File: src/rtl/traffic_phase_scheduler_pkg.sv
// Shared definitions for the timed intersection phase scheduler.
// Holds the phase encoding, the lamp-vector bit positions, the lamp
// patterns for each phase and a small helper used for parameter math.
package traffic_pkg;

  // Phase encoding; also driven out on the debug 'phase' port.
  typedef enum logic [2:0] {
    A_GREEN  = 3'd0,
    A_YELLOW = 3'd1,
    ALLRED_A = 3'd2,
    B_GREEN  = 3'd3,
    B_YELLOW = 3'd4,
    ALLRED_B = 3'd5,
    PED_WALK = 3'd6
  } phase_e;

  // Which street held the most recent green; picks the green after a walk.
  typedef enum logic {
    SIDE_A = 1'b0,
    SIDE_B = 1'b1
  } side_e;

  // Bit positions in the lamp vector.
  localparam int A_RED = 5;
  localparam int A_YEL = 4;
  localparam int A_GRN = 3;
  localparam int B_RED = 2;
  localparam int B_YEL = 1;
  localparam int B_GRN = 0;

  // Lamp patterns {a_red, a_yel, a_grn, b_red, b_yel, b_grn}.
  localparam logic [5:0] LED_A_GREEN  = 6'b001100;
  localparam logic [5:0] LED_A_YELLOW = 6'b010100;
  localparam logic [5:0] LED_ALL_RED  = 6'b100100;
  localparam logic [5:0] LED_PED_WALK = 6'b100100;
  localparam logic [5:0] LED_B_GREEN  = 6'b100001;
  localparam logic [5:0] LED_B_YELLOW = 6'b100010;

  function automatic int max2(input int a, input int b);
    return (a > b) ? a : b;
  endfunction

  // Lamp pattern for a phase; an unknown code shows the reset pattern.
  function automatic logic [5:0] led_for(input phase_e p);
    logic [5:0] l;
    case (p)
      A_GREEN:  l = LED_A_GREEN;
      A_YELLOW: l = LED_A_YELLOW;
      ALLRED_A: l = LED_ALL_RED;
      B_GREEN:  l = LED_B_GREEN;
      B_YELLOW: l = LED_B_YELLOW;
      ALLRED_B: l = LED_ALL_RED;
      PED_WALK: l = LED_PED_WALK;
      default:  l = LED_A_GREEN;
    endcase
    return l;
  endfunction

endpackage

File: src/rtl/traffic_phase_scheduler_tick_prescaler.sv
// Free-running timing-tick generator.
// Ports: clk (rising edge), reset (async, active low), tick (high for one
// cycle out of every TICK_DIV; first tick in cycle TICK_DIV after release).
module tick_prescaler #(
  parameter int TICK_DIV = 4
) (
  input  logic clk,
  input  logic reset,
  output logic tick
);

  localparam int PW = (TICK_DIV > 1) ? $clog2(TICK_DIV) : 1;

  logic [PW-1:0] cnt_q, cnt_d;
  logic          tick_q, tick_d;

  // Next count and next tick; tick is registered from the next count so it
  // coincides with the cycle in which the count sits at TICK_DIV-1.
  always_comb begin
    if (cnt_q == PW'(TICK_DIV - 1)) begin
      cnt_d = {PW{1'b0}};
    end else begin
      cnt_d = cnt_q + PW'(1);
    end
    tick_d = (cnt_d == PW'(TICK_DIV - 1));
  end

  // Counter and tick registers.
  always_ff @(posedge clk or negedge reset) begin
    if (!reset) begin
      cnt_q  <= {PW{1'b0}};
      tick_q <= 1'b0;
    end else begin
      cnt_q  <= cnt_d;
      tick_q <= tick_d;
    end
  end

  assign tick = tick_q;

endmodule

File: src/rtl/traffic_phase_scheduler.sv
// Timed phase scheduler for a two-street intersection with a pedestrian
// crossing. Enforces minimum/maximum green, yellow and all-red clearance,
// and serves a latched pedestrian request with a walk phase.
// Ports: clk, reset (async, active low), sa/sb (car sensors, level),
// ped_req (button, one-cycle pulse is enough), led (6-bit lamp vector),
// phase (current phase code), ped_walk (walk lamp).
module traffic_phase_scheduler
  import traffic_pkg::*;
#(
  parameter int TICK_DIV  = 4,
  parameter int MIN_GREEN = 3,
  parameter int MAX_GREEN = 8,
  parameter int YELLOW    = 2,
  parameter int ALL_RED   = 1,
  parameter int PED       = 4
) (
  input  logic       clk,
  input  logic       reset,
  input  logic       sa,
  input  logic       sb,
  input  logic       ped_req,
  output logic [5:0] led,
  output logic [2:0] phase,
  output logic       ped_walk
);

  // The phase timer never needs to count past the longest duration.
  localparam int SAT = max2(max2(MAX_GREEN, PED), max2(YELLOW, ALL_RED));
  localparam int EW  = $clog2(SAT + 1);

  logic          tick;
  phase_e        state_q, state_d;
  side_e         last_side_q, last_side_d;
  logic [EW-1:0] elapsed_q, elapsed_d, elapsed_next;
  logic          ped_pending_q, ped_pending_d;
  logic [5:0]    led_q, led_d;
  logic [2:0]    phase_q, phase_d;
  logic          ped_walk_q, ped_walk_d;
  logic          min_ok, max_ok;

  tick_prescaler #(.TICK_DIV(TICK_DIV)) u_prescaler (
    .clk   (clk),
    .reset (reset),
    .tick  (tick)
  );

  // Saturating phase-timer increment and the green hold limits.
  always_comb begin
    if (elapsed_q == EW'(SAT)) begin
      elapsed_next = elapsed_q;
    end else begin
      elapsed_next = elapsed_q + EW'(1);
    end
    min_ok = (elapsed_next >= EW'(MIN_GREEN));
    max_ok = (elapsed_next >= EW'(MAX_GREEN));
  end

  // Next phase and side memory; all timed moves happen on a tick, while an
  // unknown state code falls back to A_GREEN at once.
  always_comb begin
    state_d     = state_q;
    last_side_d = last_side_q;
    case (state_q)
      A_GREEN: begin
        // A keeps green while it still has cars, up to MAX_GREEN.
        if (tick && min_ok && (sb || ped_pending_q) && (!sa || max_ok)) begin
          state_d = A_YELLOW;
        end else begin
          state_d = A_GREEN;
        end
      end
      A_YELLOW: begin
        if (tick && (elapsed_next == EW'(YELLOW))) begin
          state_d = ALLRED_A;
        end else begin
          state_d = A_YELLOW;
        end
      end
      ALLRED_A: begin
        if (tick && (elapsed_next == EW'(ALL_RED))) begin
          state_d     = ped_pending_q ? PED_WALK : B_GREEN;
          last_side_d = SIDE_A;
        end else begin
          state_d = ALLRED_A;
        end
      end
      B_GREEN: begin
        if (tick && min_ok && (sa || ped_pending_q) && (!sb || max_ok)) begin
          state_d = B_YELLOW;
        end else begin
          state_d = B_GREEN;
        end
      end
      B_YELLOW: begin
        if (tick && (elapsed_next == EW'(YELLOW))) begin
          state_d = ALLRED_B;
        end else begin
          state_d = B_YELLOW;
        end
      end
      ALLRED_B: begin
        if (tick && (elapsed_next == EW'(ALL_RED))) begin
          state_d     = ped_pending_q ? PED_WALK : A_GREEN;
          last_side_d = SIDE_B;
        end else begin
          state_d = ALLRED_B;
        end
      end
      PED_WALK: begin
        // Hand green to the street that did not have it before the walk.
        if (tick && (elapsed_next == EW'(PED))) begin
          state_d = (last_side_q == SIDE_A) ? B_GREEN : A_GREEN;
        end else begin
          state_d = PED_WALK;
        end
      end
      default: begin
        state_d = A_GREEN;
      end
    endcase
  end

  // Phase timer, pedestrian latch and the output decode of the next phase.
  always_comb begin
    if (state_d != state_q) begin
      elapsed_d = {EW{1'b0}};
    end else if (tick) begin
      elapsed_d = elapsed_next;
    end else begin
      elapsed_d = elapsed_q;
    end

    // Entering the walk clears the latch even if the button is pressed now.
    if ((state_d == PED_WALK) && (state_q != PED_WALK)) begin
      ped_pending_d = 1'b0;
    end else if (ped_req && (state_q != PED_WALK)) begin
      ped_pending_d = 1'b1;
    end else begin
      ped_pending_d = ped_pending_q;
    end

    // Outputs are registered from the next phase so they track the phase
    // register with no added latency.
    led_d      = led_for(state_d);
    phase_d    = state_d;
    ped_walk_d = (state_d == PED_WALK);
  end

  // State, timer, latch and output registers.
  always_ff @(posedge clk or negedge reset) begin
    if (!reset) begin
      state_q       <= A_GREEN;
      last_side_q   <= SIDE_A;
      elapsed_q     <= {EW{1'b0}};
      ped_pending_q <= 1'b0;
      led_q         <= LED_A_GREEN;
      phase_q       <= A_GREEN;
      ped_walk_q    <= 1'b0;
    end else begin
      state_q       <= state_d;
      last_side_q   <= last_side_d;
      elapsed_q     <= elapsed_d;
      ped_pending_q <= ped_pending_d;
      led_q         <= led_d;
      phase_q       <= phase_d;
      ped_walk_q    <= ped_walk_d;
    end
  end

  assign led      = led_q;
  assign phase    = phase_q;
  assign ped_walk = ped_walk_q;

endmodule
File: config.mk
export PLATFORM = sky130hd
export DESIGN_NAME = traffic_phase_scheduler
export DESIGN_NICKNAME = d
export VERILOG_FILES = /design/src/rtl/traffic_phase_scheduler_pkg.sv /design/src/rtl/traffic_phase_scheduler_tick_prescaler.sv /design/src/rtl/traffic_phase_scheduler.sv
export SDC_FILE = /design/constraint.sdc
export NUM_CORES = 1
export LEC_CHECK = 0
export CAP_MARGIN = 10
export CORE_UTILIZATION = 49
export CTS_CLUSTER_DIAMETER = 50
export CTS_CLUSTER_SIZE = 40
export DETAILED_ROUTE_END_ITERATION = 16
export PLACE_DENSITY_LB_ADDON = 0.12
export SETUP_SLACK_MARGIN = 0.05
export SYNTH_ARGS = -nofsm -noshare
export SYNTH_HDL_FRONTEND = slang
export SYNTH_SLANG_ARGS = --single-unit
File: constraint.sdc
create_clock -name clk -period 2.7 [get_ports clk]
set_input_delay 0.54 -clock clk [delete_from_list [all_inputs] [get_ports clk]]
set_output_delay 0.54 -clock clk [all_outputs]
set_load 0.03 [all_outputs]
==> reports/results.md, run 1 <==
| Metric | Reported |
| --- | --- |
| Largest net degree at the start of global routing | 20 |
| Status | finished, final reports clean |
| Final net count | 177 |
| Final worst setup slack | 62.27 ps |
| Yosys cell types | 48 |
| Critical Path Stages | 11 |
| R2r setup slk | 60 ps |
| Routed len/inst | 13.84 µm |
| CP Cell Sequence | ha_4, and2_2, o21a_1, buf_4, a32o_1, a31oi_1, and3_2, inv_1, ha_1, and2_1, or2_1 |
| DIE AREA | 2810 µm² |
| Initial antenna violation count | 0 |
| Latest clock arrival within the worst-skew pair | 290 ps |
| Overall overflow remaining after global route | 0 |
| Combinational power share | 0.551 |
| Final weighted congestion of routability-driven global placement | 0.9037 |
| Worst flop-to-flop path startpoint | elapsed_q[1] |
| Crit-path leading delay family | simple AND/OR/NAND/NOR gates |
| Critical Path End Type | flip-flop |
| Share of total power consumed by net switching | 0.4364 |
| CTS tree | built |
| Commonest cells after routing, fill and taps aside | sky130_fd_sc_hd__dfrtp_1 (15), sky130_fd_sc_hd__nand2_1 (14), sky130_fd_sc_hd__nor2_1 (14), sky130_fd_sc_hd__clkdlybuf4s50_1 (14), sky130_fd_sc_hd__buf_4 (14) |
| Number of buffers between clock root and the deepest sink | 2 |
| Classification of the worst-slack hold path | flip-flop to flip-flop |
| DR vias | 1025 |
| Minimum period implied by the final worst setup slack | 2638 ps |
| Largest incremental delay on the critical path | 470 ps |
| # diodes | 0 |
| Synth Area per Inst | 9.659 µm² |
| Async SR Flop Fraction | 1.000 |
| Critical R2R Capture | led[5] |
| Share of final-layout standard cells stronger than drive strength 1 | 0.2671 |
| Highest fanout seen on the critical path | 7 |
| Area after DPL | 1504 µm² |
| Via count of the first global-routing pass | 967 |
| Warnings, synthesis | 0 |
| Seq/Total Area, Yosys | 0.3749 |
| Data required time of the critical path | 2890 ps |
| Post-route setup TNS | 0 ps |
| Fraction of the cycle the final worst path needs | 0.9769 |
| First-pass GRT wire length | 4215 µm |
| Clock Power Share | 0.107 |
| Syn nets | 147 |
| Critical Path Slowest Stage Cell | sky130_fd_sc_hd__dfrtp_2 |
| Count of buffers from port buffering | 14 |
| Startpoint of the worst hold path | u_prescaler.cnt_q[0] |
| Post-place setup slack | -62.75 ps |
| Sw Pwr | 0.5653 mW |
| Data arrival time of the critical path | 2830 ps |
| Startpoint Class | flip-flop |
| Detailed Route WL | 2643 µm |
| Most frequent standard cell in the layout excluding fill and tap cells | sky130_fd_sc_hd__dfrtp_1 |
| Width of the die | 53.01 µm |
| Actual slew at the worst max-slew pin | 813.2 ps |
| Number of hold buffers added after cts | 0 |
| Headroom to the max-slew limit | 0.4562 |
| DP Wirelength | 2003 µm |
| Synthesized flop and latch total | 19 |
| Worst vdd ir | 0.8725 mV |
| Cell area after layout | 1619 µm² |
| Number of remaining DRC errors | 0 |
| Final hold viol count | 0 |
| CP bufs+invs | 2 |
| Number of H-tree levels | 1 |
| Worst hold path endpoint | u_prescaler.cnt_q[0] |
| Core box area | 2477 µm² |
| Sequential share of power | 0.342 |
| Ratio of total power to cell area | 800.0 nW/µm² |
| Worst hold stages | 1 |
| Area Growth Syn to Fin | 26.99% |
| Count of max-cap constraint violations | 0 |
| Number of enable-type register cells in the synthesized netlist | 0 |
| Standby leakage power | 0.7031 nW |
| Unrepaired setup endpoints after global routing | yes |
| Clock skew after layout | 8.810 ps |
| Count of standard-cell rows | 18 |
| Num CTS Buffers | 3 |
| Initial standard-cell utilization of the core | 0.5146 |
| Starting DRT DRC Count | 22 |
| Vias per cell | 5.366 |
| I/O pins | 15 |
| Cell chosen for the clock root | sky130_fd_sc_hd__clkbuf_4 |
| Tot Pwr | 1.295 mW |
| Cell count after synthesis | 132 |
| Die outline height | 53.01 µm |
| 1st-pass router iterations | 4 |
| Cell area after synthesis | 1275 µm² |
| Most frequently used flop master after synthesis | sky130_fd_sc_hd__dfrtp_1 |
| Achievable frequency | 0.3791 GHz |
| Number of setup violations in the final report | 0 |
| Total clock sinks | 19 |
| Cell depth of the worst flop-to-flop path | 11 |
| Overall Global Routing Usage | 0.2113 |
| Internal power component | 0.7300 mW |
| Clock transition at the registers of the reported paths | 100 ps |
| Setup Crit Path Kind | flip-flop to flip-flop |
| Placed cells | 183 |
| Max-slew violation count | 0 |
| Filler Cells Inserted | 215 |
| Number of standard cells in the layout, taps in and fillers out | 191 |
| Remaining number of nets flagged by the antenna check after routing | 0 |
==> repair_timing <==
item,CTS,global route
hold endpoints to repair,0,0
pin swaps,2,5
endpoints found under the setup margin,8,12
cloned,0,0
gates resized for setup,1,13
setup buffers,1,3
==> cells in the mapped netlist, types with 2 or more instances <==
cell | instances | area share
sky130_fd_sc_hd__a21oi_1 | 6 | 0.024
sky130_fd_sc_hd__a31oi_1 | 2 | 0.0098
sky130_fd_sc_hd__and2_1 | 2 | 0.0098
sky130_fd_sc_hd__and3_1 | 2 | 0.0098
sky130_fd_sc_hd__buf_6 | 2 | 0.018
sky130_fd_sc_hd__dfrtp_1 | 17 | 0.33
sky130_fd_sc_hd__dfstp_2 | 2 | 0.041
sky130_fd_sc_hd__ha_1 | 10 | 0.098
sky130_fd_sc_hd__inv_1 | 11 | 0.032
sky130_fd_sc_hd__mux2i_1 | 2 | 0.016
sky130_fd_sc_hd__nand2_1 | 14 | 0.041
sky130_fd_sc_hd__nand3_1 | 3 | 0.012
sky130_fd_sc_hd__nor2_1 | 14 | 0.041
sky130_fd_sc_hd__nor2b_1 | 2 | 0.0098
sky130_fd_sc_hd__nor3_1 | 2 | 0.0079
sky130_fd_sc_hd__nor3b_1 | 2 | 0.012
sky130_fd_sc_hd__o21ai_0 | 3 | 0.012
sky130_fd_sc_hd__or3_1 | 2 | 0.0098
sky130_fd_sc_hd__xnor2_1 | 5 | 0.034
==> flip-flops by register name, summed over array words and instances (netlist names) <==
signal	flops
u_prescaler.tick	1
phase	3
ped_walk	1
elapsed_q	4
u_prescaler.cnt_q	2
ped_pending_q	1
last_side_q	1
led	6
==> how the worst max path moves through the flow <==
stage                          endpoint          from
after detailed placement         led[5]  elapsed_q[0]
final                            led[5]  elapsed_q[1]
after global routing       elapsed_q[2]  elapsed_q[0]
after floorplan                  led[5]  elapsed_q[0]
after global placement           led[5]  elapsed_q[0]
after CTS                 ped_pending_q  elapsed_q[1]
==> metal layers <==
metal / global-route usage / vias up / part of all wire
met5: 0 / - / 0
met4: 0.1053 / 0 / 0.018
met3: 0.03736 / 4 / 0.039
met2: 0.3376 / 22 / 0.47
met1: 0.2721 / 484 / 0.47
li1: - / 515 / -
==> kinds of logic (layout without fill, tap and decap cells) <==
logic type | count (synthesis) | in the layout | synth area share
buffers and inverters | 16 | 45 | 0.06280
XOR/XNOR | 6 | 6 | 0.04122
adder cells (fa/ha/maj) | 10 | 10 | 0.09814
flip-flops | 19 | 19 | 0.3749
AND/OR/NAND/NOR | 54 | 54 | 0.2336
multiplexers | 2 | 2 | 0.01570
AO/OA/AOI/OAI | 25 | 25 | 0.1737
==> final cells by class <==
class	count	area (µm²)	share of cell area
sequential	19	480.5	0.2968
multi-input combinational	97	765.7	0.4730
tap	30	37.54	0.02318
inverter	11	41.29	0.02550
timing repair buffer	30	267.8	0.1654
clock buffer	4	26.28	0.01623
==> stage by stage <==
step / hold slack, ps / util
finish: 458.8 / 0.6535
global route: 485.3 / 0.6535
CTS: 459.3 / 0.6217
detailed placement: 445.3 / 0.6071
global placement: 439.9 / 0.6071
floorplan: 244.4 / -
==> power groups by stage <==
stage | Sequential (mW) | Combinational [mW] | Clock [mW]
after CTS | 0.435 | 0.692 | 0.145
after detailed placement | 0.444 | 0.683 | 0
after global placement | 0.444 | 0.668 | 0
final | 0.443 | 0.714 | 0.139
after floorplan | 0.516 | 0.373 | 0
after global routing | 0.454 | 0.781 | 0.155
(Power assumes the default switching activity.)
==> run 2, diff against run 1 <==
ABC_AREA = 0   (was unset)
==> results of run 2 <==
Same layout as run 1: the final DEF is identical, and so are final timing and power.
